**config.mk**
```make
export PLATFORM = sky130hd
export DESIGN_NAME = rf_wb_queue
export DESIGN_NICKNAME = d
export VERILOG_FILES = /design/src/rtl/rf_wb_queue.sv
export SDC_FILE = /design/constraint.sdc
export NUM_CORES = 1
export LEC_CHECK = 0
export BUFFER_PORTS_ARGS = -buffer_cell sky130_fd_sc_hd__buf_4
export CELL_PAD_IN_SITES_DETAIL_PLACEMENT = 0
export CELL_PAD_IN_SITES_GLOBAL_PLACEMENT = 1
export CORE_ASPECT_RATIO = 0.8
export CORE_UTILIZATION = 46
export CTS_CLUSTER_DIAMETER = 100
export CTS_CLUSTER_SIZE = 20
export DETAILED_ROUTE_END_ITERATION = 10
export PLACE_DENSITY_LB_ADDON = 0.05
export SETUP_SLACK_MARGIN = 0.4
export SKIP_CTS_REPAIR_TIMING = 1
export SYNTH_ARGS = -nofsm -noshare
export SYNTH_HDL_FRONTEND = slang
export SYNTH_SLANG_ARGS = --single-unit
```
**constraint.sdc**
```tcl
create_clock -name clk -period 6.15 [get_ports clk]
set_input_delay 0.9225 -clock clk [delete_from_list [all_inputs] [get_ports clk]]
set_output_delay 0.9225 -clock clk [all_outputs]
set_load 0.005 [all_outputs]
```
**src/rtl/rf_wb_queue.sv**
```systemverilog
// rtl/rf_wb_queue.sv - in-order writeback queue driving the register file write port.
// Optional operand forwarding of pending writes is compiled in with RF_WB_FWD_EN.
module rf_wb_queue #(
  parameter int DEPTH = 4,
  parameter int WIDTH = 32,
  parameter int AW    = 3,
  localparam int CW   = $clog2(DEPTH) + 1
) (
  input  logic             clk,
  input  logic             rst,
  input  logic             wb_valid,
  output logic             wb_ready,
  input  logic [AW-1:0]    wb_reg,
  input  logic [WIDTH-1:0] wb_data,
  input  logic             rf_stall,
  output logic [WIDTH-1:0] rf_in,
  output logic [AW-1:0]    rf_w,
  output logic             rf_we,
  input  logic [AW-1:0]    fwd_r1,
  input  logic [AW-1:0]    fwd_r2,
  output logic             fwd_hit1,
  output logic             fwd_hit2,
  output logic [WIDTH-1:0] fwd_data1,
  output logic [WIDTH-1:0] fwd_data2,
  output logic [CW-1:0]    count
);

  localparam int PW = $clog2(DEPTH);

  logic [AW-1:0]    reg_mem  [DEPTH];
  logic [WIDTH-1:0] data_mem [DEPTH];
  logic [PW-1:0]    head;
  logic [PW-1:0]    tail;
  logic             push;

  // Full blocks new writes even if the head drains this cycle: no pass-through.
  assign wb_ready = (count != CW'(DEPTH)) && !rst;
  assign push     = wb_valid && wb_ready;
  assign rf_we    = (count != '0) && !rf_stall;
  assign rf_in    = data_mem[head];
  assign rf_w     = reg_mem[head];

  always_ff @(posedge clk or posedge rst) begin
    if (rst) begin
      head  <= '0;
      tail  <= '0;
      count <= '0;
      for (int i = 0; i < DEPTH; i++) begin
        reg_mem[i]  <= '0;
        data_mem[i] <= '0;
      end
    end else begin
      if (push) begin
        reg_mem[tail]  <= wb_reg;
        data_mem[tail] <= wb_data;
        tail           <= tail + PW'(1);
      end
      if (rf_we) begin
        head <= head + PW'(1);
      end
      case ({push, rf_we})
        2'b10:   count <= count + CW'(1);
        2'b01:   count <= count - CW'(1);
        default: count <= count;
      endcase
    end
  end

`ifdef RF_WB_FWD_EN
  // Scan oldest to youngest so the last match (closest to tail) wins.
  function automatic logic [WIDTH:0] lookup(input logic [AW-1:0] r);
    logic [WIDTH:0] res;
    logic [PW-1:0]  idx;
    res = '0;
    for (int i = 0; i < DEPTH; i++) begin
      idx = head + PW'(i);
      if ((CW'(i) < count) && (reg_mem[idx] == r)) begin
        res = {1'b1, data_mem[idx]};
      end
    end
    return res;
  endfunction

  always_comb begin
    {fwd_hit1, fwd_data1} = lookup(fwd_r1);
    {fwd_hit2, fwd_data2} = lookup(fwd_r2);
  end
`else
  logic fwd_unused;
  assign fwd_unused = ^{fwd_r1, fwd_r2};
  assign fwd_hit1   = 1'b0;
  assign fwd_hit2   = 1'b0;
  assign fwd_data1  = '0;
  assign fwd_data2  = '0;
`endif

endmodule

```
==> flow_metrics.py <==
metrics = {
    "sta": {
        "finalCriticalPeriod_ns": 3.34,
        "rsz0062_at_grt": "no",
        "max_slew.worst_pin.slew_ns": 1.06,
        "finalWorstSetupSlack_ns": 2.81,
        "drv_slew": 0,
        "hold_viol_final": 0,
        "fin_skew_ns": 0.00713,
        "finalSetupTns_ns": 0,
        "slew_headroom_pct": 29.3,
        "fin_hold_ws_ns": 0.502,
        "setup_viol_count_final": 0,
        "fmax_mhz": 299,
        "fin_crit_sh_pct": 54.3,
    },
    "routing": {
        "drc": 0,
        "detail_route.wl_per_cell_um": 18.1,
        "routed_wl_um": 13700,
        "via_per_inst": 4.87,
        "firstDrtPassIters": 4,
        "antenna_left": 0,
        "first_iter_violations": 98,
        "via_count": 3683,
    },
    "critical_path": {
        "end_kind": "output port",
        "crit_fanout": 23,
        "criticalPathCategory": "register to output port",
        "critPathRequiredTime_ns": 5.23,
        "cp.arrival_ns": 2.42,
        "cp-start-kind": "register",
    },
    "floorplan": {
        "core_um2": 15900,
        "die_x_um": 145,
        "std_cell_rows": 41,
        "io_pins": 151,
        "dieArea_um2": 16800,
        "die_y_um": 116,
        "start_util_pct": 47.2,
    },
    "yosys": {
        "synth_top_family_by_area": "multiplexers",
        "syn_inst": 446,
        "synthFlopType": "dfrtp_1",
        "syn_area_um2": 7480,
        "ys_seq_area_share_pct": 49.2,
        "yosys_warnings": 0,
        "synth_simple_gate_area_share_pct": 1.74,
        "synth_top_area_cell": "dfrtp_1",
        "syn_area_per_cell_um2": 16.8,
        "synth_common_cells": "147 x dfrtp_1, 120 x mux2_4, 66 x buf_4",
        "post_synth_xor_area_fraction_pct": 0.702,
        "synth_compound_area_share_pct": 0,
        "synth_most_common_cell": "dfrtp_1",
        "synth_top_area_share_pct": 49.2,
        "async_flop_share_pct": 100,
        "muxShareOfSynthArea_pct": 37.9,
        "ys_types": 22,
        "synth-edff-count": 0,
        "synthAdderAreaFrac_pct": 1.10,
        "synthTopCellsByArea": "dfrtp_1 49%, mux2_4 24%, mux4_2 11%",
        "ys_ff_latch": 147,
    },
    "global_routing": {
        "grt_max_degree": 101,
        "grt_usage_pct": 17.8,
        "overflow": 0,
        "antenna_found_initial": 0,
        "grt_pass1_vias": 3860,
        "grt_pass1_wl_um": 21800,
    },
    "place": {
        "dpl.hpwl_um": 8230,
        "io_buffer_count": 78,
        "place_ws_ns": 3.17,
        "gp_congestion": 0.685,
    },
    "layout": {
        "finish.utilization_pct": 54.2,
        "layout-drive-gt1-share_pct": 55.5,
        "fin_nets": 579,
        "area_growth_pct": 14.9,
        "nFillCells": 1257,
        "insertedDiodeCount": 0,
    },
    "clock_tree": {
        "cts_tree": "yes",
        "cts.path.max_buffers": 2,
        "clk_pin_slew_worst_paths_ns": 0.06,
        "cts_made_buffers": 17,
        "clock-sinks": 147,
        "h-tree-depth": 4,
        "worstSkewPairLatency_ns": 0.42,
        "cts-root-buf": "clkbuf_16",
    },
    "outcome": {
        "status": "complete, no violations",
    },
    "pwr": {
        "fin_total_pwr_mw": 4.81,
        "p_leak_nw": 3.97,
        "power_density_nw_per_um2": 560,
        "ir_worst_vdd_mv": 0.416,
    },
    "flow_run": {
        "maxCapViolCount": 0,
    },
    "hold_path": {
        "hold_class": "register to register",
    },
}
power by group:
part,internal [mW],total (mW),switching (mW)
sequential,1.46,1.81,0.351
combinational,1.34,1.92,0.575
clock,0.690,1.09,0.396
total,3.49,4.81,1.32
cells in the final DEF (no fill, tap or decap), types with 5 or more instances in the layout:
cell / instances
inv_1: 6
dfrtp_1: 145
conb_1: 66
buf_4: 85
clkbuf_8: 5
ha_1: 5
mux4_2: 35
mux2_4: 120
mux2_2: 21
clkbuf_16: 17
critical path, stage by stage, from the launching register on:
cell and delay (ns):
dfrtp_2 0.70, buf_4 0.54, mux4_2 0.59, buf_4 0.15
cell type report:
cell class / instances / area [µm²] / share of cell area (%)
clock buffers: 23 / 498 / 5.80
inverters: 7 / 31.3 / 0.364
flip-flops and latches: 147 / 3680 / 42.8
repair buffers: 85 / 638 / 7.43
multi-input cells: 270 / 3350 / 39.0
clock inverters: 9 / 125 / 1.46
well taps: 215 / 269 / 3.13
flip-flops by register name, indices dropped and copies added (netlist names):
signal	count
reg_mem	12
count	3
head	2
tail	2
data_mem	128
worst paths after layout:
kind	from	endpoint	slack, ns	depth (start not counted)
worst min-delay path	reg_mem[5]	reg_mem[5]	0.50	1
worst max-delay path	head[0]	rf_in[15]	2.81	3
worst min register to register	reg_mem[5]	reg_mem[5]	0.50	1
min in group asynchronous	rst	count[2]	0.78	2
max in group asynchronous	rst	data_mem[48]	4.18	3
worst max register to register	tail[0]	reg_mem[3]	3.70	6
cell families (layout without fill, tap and decap cells):
logic type / after synthesis / in the layout
xor gates and xnor gates: 6 / 6
and+or+nand+nor: 15 / 15
adders and majority gates: 6 / 6
buffers and inverters: 94 / 124
muxes: 177 / 177
DFF: 147 / 147
other: 1 / 66
layer usage:
metal	vias to the layer above	share of wire (%)	global-route usage, %
li1	1627	-	-
met1	1946	48	25.7
met2	101	46	25.4
met3	9	5.2	5.95
met4	0	0.83	5.19
met5	-	0	0
metrics by stage:
step / std cells / cell area, µm²
6_report: 756 / 8590
5_1_grt: 756 / 8590
4_1_cts: 756 / 8590
3_5_place_dp: 724 / 7970
3_3_place_gp: 724 / 7970
2_1_floorplan: 511 / 7720
Power figures use the tool's default switching activity.
